===== config.mk =====
export PLATFORM = sky130hd
export DESIGN_NAME = noc_wormhole_switch
export DESIGN_NICKNAME = d
export VERILOG_FILES = /design/src/rtl/noc_config_pkg.sv /design/src/rtl/noc_rr_arbiter.sv /design/src/rtl/noc_wormhole_switch.sv
export SDC_FILE = /design/constraint.sdc
export NUM_CORES = 1
export LEC_CHECK = 0
export CORE_AREA = 5 5 157 159
export DETAILED_ROUTE_END_ITERATION = 6
export DIE_AREA = 0 0 162 164
export GPL_TIMING_DRIVEN = 0
export PLACE_DENSITY = 0.8
export RECOVER_POWER = 100
export SLEW_MARGIN = 20
export SYNTH_ARGS = -nofsm -noshare
export SYNTH_HDL_FRONTEND = slang
export SYNTH_SLANG_ARGS = --single-unit

===== constraint.sdc =====
create_clock -name clk -period 9.45 [get_ports clk]
set_input_delay 2.3625 -clock clk [delete_from_list [all_inputs] [get_ports clk]]
set_output_delay 2.3625 -clock clk [all_outputs]
set_load 0.05 [all_outputs]

===== src/rtl/noc_config_pkg.sv =====
`default_nettype none
// +-----------------------------------------------------------------------------+
// | Module      : noc_config_pkg                                                |
// | Description : Shared configuration for the wormhole switch: default port    |
// |               count and flit width, plus the port-index type used for       |
// |               arbitration pointers and grant indices.                       |
// | Revision    : 1.0  initial release                                          |
// +-----------------------------------------------------------------------------+
package noc_config_pkg;

   localparam int NUM_PORTS_DEF  = 5;
   localparam int FLIT_WIDTH_DEF = 64;

   // Port indices are carried at the width of the largest legal switch, so
   // one type serves every configuration; the top narrows it for grant_id.
   localparam int MAX_PORTS  = 16;
   localparam int PORT_IDX_W = $clog2(MAX_PORTS);

   typedef logic [PORT_IDX_W-1:0] port_idx_t;

endpackage : noc_config_pkg
`default_nettype wire


===== src/rtl/noc_rr_arbiter.sv =====
`default_nettype none
// +-----------------------------------------------------------------------------+
// | Module      : noc_rr_arbiter                                                |
// | Description : Purely combinational round-robin selector. The search starts |
// |               at ptr_i+1 and wraps, so the last winner has lowest priority. |
// | Ports       : req_i     - request vector, one bit per input port            |
// |               ptr_i     - index of the previous winner                      |
// |               gnt_oh_o  - one-hot grant (all zero when no request)          |
// |               gnt_idx_o - binary index of the granted port                  |
// | Revision    : 1.0  initial release                                          |
// +-----------------------------------------------------------------------------+
module noc_rr_arbiter
   import noc_config_pkg::*;
#(
   parameter int NUM_PORTS = NUM_PORTS_DEF
) (
   input  logic [NUM_PORTS-1:0] req_i,
   input  port_idx_t            ptr_i,
   output logic [NUM_PORTS-1:0] gnt_oh_o,
   output port_idx_t            gnt_idx_o
);

   logic [NUM_PORTS-1:0] w_hi_mask;
   logic [NUM_PORTS-1:0] w_hi_req;
   logic [NUM_PORTS-1:0] w_pick;

   // Ports above the pointer form the high-priority half of the ring.
   for (genvar g = 0; g < NUM_PORTS; g++) begin : g_hi_mask
      assign w_hi_mask[g] = (port_idx_t'(g) > ptr_i);
   end

   assign w_hi_req = req_i & w_hi_mask;

   // If nobody above the pointer asks, the search wraps to port 0 upward.
   assign w_pick = (|w_hi_req) ? w_hi_req : req_i;

   // Lowest set bit of the chosen half wins; scanning downward lets the
   // lowest index overwrite any higher candidate.
   always_comb begin
      gnt_oh_o  = '0;
      gnt_idx_o = '0;
      for (int i = NUM_PORTS - 1; i >= 0; i--) begin
         if (w_pick[i]) begin
            gnt_oh_o    = '0;
            gnt_oh_o[i] = 1'b1;
            gnt_idx_o   = port_idx_t'(i);
         end
      end
   end

endmodule : noc_rr_arbiter
`default_nettype wire


===== src/rtl/noc_wormhole_switch.sv =====
`default_nettype none
// +-----------------------------------------------------------------------------+
// | Module      : noc_wormhole_switch                                           |
// | Description : N-to-1 wormhole switch. A round-robin winner keeps the output |
// |               until its tail flit is accepted; flits pass through a small   |
// |               output FIFO (one cycle latency, registered output side).      |
// | Ports       : clk, rst            - clock, synchronous active-high reset    |
// |               in_valid/in_ready   - per-input handshake                     |
// |               in_flit/in_tail     - packed input flits and tail markers     |
// |               out_valid/out_ready - output handshake                        |
// |               out_flit/out_tail   - output flit and tail marker             |
// |               locked              - a packet is mid-transfer                |
// |               grant_id            - current or most recent granted input    |
// | Revision    : 1.0  initial release                                          |
// +-----------------------------------------------------------------------------+
module noc_wormhole_switch
   import noc_config_pkg::*;
#(
   parameter int                   NUM_PORTS       = NUM_PORTS_DEF,
   parameter int                   FLIT_WIDTH      = FLIT_WIDTH_DEF,
   parameter int                   FIFO_DEPTH      = 2,
   parameter logic [NUM_PORTS-1:0] AVAILABLE_PORTS = {NUM_PORTS{1'b1}}
) (
   input  logic                            clk,
   input  logic                            rst,
   input  logic [NUM_PORTS-1:0]            in_valid,
   output logic [NUM_PORTS-1:0]            in_ready,
   input  logic [NUM_PORTS*FLIT_WIDTH-1:0] in_flit,
   input  logic [NUM_PORTS-1:0]            in_tail,
   output logic                            out_valid,
   input  logic                            out_ready,
   output logic [FLIT_WIDTH-1:0]           out_flit,
   output logic                            out_tail,
   output logic                            locked,
   output logic [$clog2(NUM_PORTS)-1:0]    grant_id
);

   localparam int IDX_W = $clog2(NUM_PORTS);
   localparam int PTR_W = $clog2(FIFO_DEPTH);
   localparam int CNT_W = $clog2(FIFO_DEPTH + 1);
   localparam int ENT_W = FLIT_WIDTH + 1;

   localparam logic [0:0] ST_IDLE   = 1'b0;
   localparam logic [0:0] ST_LOCKED = 1'b1;

   // ------------------------------------------------------------------
   // State
   // ------------------------------------------------------------------
   logic [0:0]       state_q,  state_d;
   port_idx_t        grant_q,  grant_d;
   port_idx_t        rr_ptr_q, rr_ptr_d;
   logic [PTR_W-1:0] wr_ptr_q, wr_ptr_d;
   logic [PTR_W-1:0] rd_ptr_q, rd_ptr_d;
   logic [CNT_W-1:0] count_q,  count_d;
   logic [ENT_W-1:0] mem_q [FIFO_DEPTH];

   // ------------------------------------------------------------------
   // Combinational signals
   // ------------------------------------------------------------------
   logic [NUM_PORTS-1:0]  w_req;
   logic [NUM_PORTS-1:0]  w_arb_oh;
   port_idx_t             w_arb_idx;
   logic [NUM_PORTS-1:0]  w_lock_oh;
   logic [NUM_PORTS-1:0]  w_fire;
   logic                  w_full;
   logic                  w_push;
   logic                  w_pop;
   logic [FLIT_WIDTH-1:0] w_push_flit;
   logic                  w_push_tail;
   port_idx_t             w_sel_idx;
   logic [ENT_W-1:0]      w_rd_ent;

   function automatic logic [PTR_W-1:0] ptr_inc(input logic [PTR_W-1:0] p);
      // Explicit wrap so non-power-of-two depths stay in range.
      return (p == PTR_W'(FIFO_DEPTH - 1)) ? '0 : p + 1'b1;
   endfunction

   // Disabled inputs never enter arbitration, so their valids are ignored.
   assign w_req = in_valid & AVAILABLE_PORTS;

   noc_rr_arbiter #(
      .NUM_PORTS (NUM_PORTS)
   ) u_arb (
      .req_i     (w_req),
      .ptr_i     (rr_ptr_q),
      .gnt_oh_o  (w_arb_oh),
      .gnt_idx_o (w_arb_idx)
   );

   for (genvar g = 0; g < NUM_PORTS; g++) begin : g_lock_oh
      assign w_lock_oh[g] = (port_idx_t'(g) == grant_q);
   end

   assign w_full = (count_q == CNT_W'(FIFO_DEPTH));

   // Ready depends only on state, fill level and the arbiter; it never
   // sees the output side directly, so a full buffer refuses a push even
   // when a pop happens in the same cycle.
   always_comb begin
      in_ready = '0;
      if (!rst && !w_full) begin
         if (state_q == ST_IDLE) begin
            in_ready = w_arb_oh;
         end else begin
            in_ready = w_lock_oh & AVAILABLE_PORTS;
         end
      end
   end

   assign w_fire    = in_ready & in_valid;
   assign w_push    = |w_fire;
   assign w_sel_idx = (state_q == ST_IDLE) ? w_arb_idx : grant_q;

   // w_fire is at most one-hot, so a plain OR-mux picks the accepted flit.
   always_comb begin
      w_push_flit = '0;
      w_push_tail = 1'b0;
      for (int i = 0; i < NUM_PORTS; i++) begin
         if (w_fire[i]) begin
            w_push_flit = in_flit[i*FLIT_WIDTH +: FLIT_WIDTH];
            w_push_tail = in_tail[i];
         end
      end
   end

   // ------------------------------------------------------------------
   // Packet FSM and round-robin pointer
   // ------------------------------------------------------------------
   always_comb begin
      state_d  = state_q;
      grant_d  = grant_q;
      rr_ptr_d = rr_ptr_q;
      if (w_push) begin
         grant_d = w_sel_idx;
         if (w_push_tail) begin
            // Packet complete: release the output and rotate priority.
            state_d  = ST_IDLE;
            rr_ptr_d = w_sel_idx;
         end else begin
            state_d = ST_LOCKED;
         end
      end
   end

   // ------------------------------------------------------------------
   // Output FIFO control
   // ------------------------------------------------------------------
   assign out_valid = (count_q != '0);
   assign w_pop     = out_valid & out_ready;

   always_comb begin
      wr_ptr_d = w_push ? ptr_inc(wr_ptr_q) : wr_ptr_q;
      rd_ptr_d = w_pop  ? ptr_inc(rd_ptr_q) : rd_ptr_q;
      unique case ({w_push, w_pop})
         2'b10:   count_d = count_q + 1'b1;
         2'b01:   count_d = count_q - 1'b1;
         default: count_d = count_q;
      endcase
   end

   always_ff @(posedge clk) begin
      if (rst) begin
         state_q  <= ST_IDLE;
         grant_q  <= '0;
         // Pointing at the last port makes port 0 the first candidate.
         rr_ptr_q <= port_idx_t'(NUM_PORTS - 1);
         wr_ptr_q <= '0;
         rd_ptr_q <= '0;
         count_q  <= '0;
      end else begin
         state_q  <= state_d;
         grant_q  <= grant_d;
         rr_ptr_q <= rr_ptr_d;
         wr_ptr_q <= wr_ptr_d;
         rd_ptr_q <= rd_ptr_d;
         count_q  <= count_d;
      end
   end

   // Storage carries no reset; entries are only observed while counted.
   always_ff @(posedge clk) begin
      if (w_push) begin
         mem_q[wr_ptr_q] <= {w_push_tail, w_push_flit};
      end
   end

   assign w_rd_ent = mem_q[rd_ptr_q];
   assign out_flit = w_rd_ent[FLIT_WIDTH-1:0];
   assign out_tail = w_rd_ent[FLIT_WIDTH];

   assign locked   = (state_q == ST_LOCKED);
   assign grant_id = IDX_W'(grant_q);

endmodule : noc_wormhole_switch
`default_nettype wire

==> results.tsv <==
metric	value	unit
status	finished with violations	
violations	max-capacitance violations, max-slew violations	
hold_viol_final	0	
yosysMostFrequentCell	edfxtp_1	
synth_edf_count	130	
synthMuxAreaShare	0.09892	
path_max_fanout	24	
r2r-end	mem_q[1][35]	
timing.critical_path.required	9.56	ns
grt_overflow	0	
use_met3	0.07503	
synth.top_cells.by_count	edfxtp_1, nor2_1, nand2_1, a31oi_1, mux2_2	
yosysSeqAreaShare	0.5477	
async_reset_ff_frac	0	
num_rows	56	
whs	0.5171	ns
clk_pin_slew_worst_paths	0.06	ns
startpoint_type	input pin	
antenna_found_initial	4	
syn_nets	1012	
pwr-share-clk	0.188	
fmax	0.1287	GHz
portBuffers	406	
critical_path_class	input pin to flop	
yosys.area_share.xor_xnor	0.003439	
max-cap-violations	5	
powerDensity	279.4	nW/µm²
dp_cells	1378	
ys_ff_latch	144	
drc	0	
avgSynthCellArea	11.27	µm²
maxSlewViolCount	91	
die_height	164	µm
grt_setup_unrepaired	false	
intPower	0.002021	W
post-cts-setup-buffers	0	
yosys.area.top_type	edfxtp_1	
synth_top_family_by_area	compound AO/OA/AOI/OAI gates	
arrival	7.88	ns
fin_crit	7.771	ns
synth_cell_types	56	
clkLatencyLatePin	0.42	ns
fin_nets	1441	
wl	33790	µm
period_share	0.8223	
dpl-instance-area	12160	µm²
max_slew_margin	-0.4372	
leakagePower	4.456	nW
grtUsageMet1	0.2863	
core	23120	µm²
root_buffer	clkbuf_16	
tritoncts	yes	
hold_path_depth	2	
synthAdderAreaFrac	0.001638	
grt_pass1_wl	47090	µm
clk_path_buf_depth	2	
syn_area	7640	µm²
grtUsageTotal	0.2398	
cts_buffers	17	
fin_area	12670	µm²
htreeDepth	4	
start_util	0.3304	
irDropWorstVdd	0.1315	mV
hold_class	flop to flop	
layoutNonFillerInstCount	1411	
ant_nets	0	
place_congestion	0.9763	
worstSetupEndpointType	flop	
fillers	2013	
holdBufCountCts	0	
cts.repair.resized	0	
swShare	0.4290	
first_pass_iters	6	
switching_power	0.001518	W
synth-compound-area-share	0.1990	
rrSetupSlack	3.90	ns
drive_above_1_share	0.1080	
wire_per_inst	23.95	µm
hold_start	rd_ptr_q	
synthTopCellsByArea	edfxtp_1, mux2_2, a31oi_1	
worst_pin_slew	2.151	ns
setup_viol	0	
grt_use_met2	0.4098	
areaGrowthSynthToFinish	65.80	%
via_per_inst	5.539	
clkSinkCount	144	
vias	7815	
busiest_layer	met2	
first_iter_violations	752	
combPwrFrac	0.521	
die_x	162	µm
dieArea	26570	µm²
synth_top_area_frac	0.5110	
pwr-share-seq	0.291	
grt_max_degree	25	
yosys_warnings	0	
synthCells	678	
grt_pass1_vias	7821	
io_pins	408	
rr_worst_depth	10	
dp_hpwl	26200	µm
synthFlopType	edfxtp_1	
synthSimpleGateAreaFrac	0.1107	
regToRegStartpoint	rr_ptr_q[2]	
clock_skew	0.007947	ns
## cell type report
class	count	area, µm²	area share
diodes	1	2.502	0.0001976
repair buffers	410	4111	0.3246
clock inverters	15	160.2	0.01264
plain buffers	62	264.0	0.02084
clock buffers	17	425.4	0.03358
inverters	6	22.52	0.001778
flip-flops and latches	144	4184	0.3303
well taps	290	362.8	0.02864
multi-input cells	466	3134	0.2474
## cells in the final DEF (no fill, tap or decap), types with 3 or more instances in the layout
cell type	count
a211oi_1	5
edfxtp_1	130
nand3_1	3
dlygate4sd3_1	77
a21o_1	4
buf_2	10
a31oi_1	65
clkbuf_1	47
nand2_1	71
nor2_1	77
clkbuf_16	17
o31ai_1	4
or2_2	3
dfxtp_1	14
inv_6	4
inv_1	6
clkinv_4	3
nor4b_1	5
a221o_1	38
nor3b_1	3
clkinvlp_4	4
clkdlybuf4s50_1	329
buf_4	5
o21ai_0	42
a21oi_1	14
a222oi_1	26
mux2_2	65
nor2b_1	5
## how the worst max path moves through the flow
stage                           start      endpoint  slack [ns]  depth (start not counted)
after floorplan           in_valid[4]   mem_q[1][0]        1.66                          8
after global placement    in_valid[3]  mem_q[1][31]       -0.13                          9
after detailed placement  in_valid[3]   in_ready[3]        2.38                          6
after CTS                 in_valid[3]   in_ready[3]        2.38                          6
after global routing      in_valid[3]  mem_q[1][30]        1.21                         11
final                     in_valid[3]  mem_q[1][35]        1.68                         11
## flip-flops by register name (all words and copies together), names as in the netlist, named ones only
signal and count:
mem_q 130, grant_q 4, rr_ptr_q 4, count_q 2
locked 1, rd_ptr_q 1, wr_ptr_q 1
## kinds of logic after synthesis
group           Yosys count
buf+inv                  68
compound gates          209
mux                      67
simple gates            186
fa+ha+maj                 1
flops                   144
xor+xnor                  3
## critical path, stage by stage
cell and delay (ns):
dlygate4sd3_1 0.71, nand2b_2 0.14, a211oi_1 0.44, o211ai_1 0.19
a21oi_1 0.19, and2_0 0.15, clkbuf_1 0.26, nor4b_1 0.23
nor2b_1 1.64, clkbuf_1 1.25, buf_12 0.28
## through the flow
stage               setup WS [ns]  power [W]  utilization  TNS, ns
detailed placement          2.377   0.002972       0.5260        0
global placement          -0.1257   0.002929       0.5219   -7.905
global route                1.209   0.003686       0.5477        0
CTS                         2.378   0.003646       0.5513        0
floorplan                   1.658   0.002230            -        0
finish                      1.679   0.003539       0.5478        0
## power groups by stage
stage	logic, W	clock network (W)	registers (W)
global placement	0.00187	0	0.00106
finish	0.00184	0.000664	0.00103
CTS	0.00194	0.000678	0.00103
detailed placement	0.00193	0	0.00104
global route	0.00193	0.000707	0.00105
floorplan	0.00119	0	0.00104
## routing by layer
layer  up-vias  routed length (µm)
met5         -                  50
met4         8                1060
met3        69                3448
met2       465               16700
met1      3738               12530
li1       3535                   -
(Power assumes the default switching activity.)
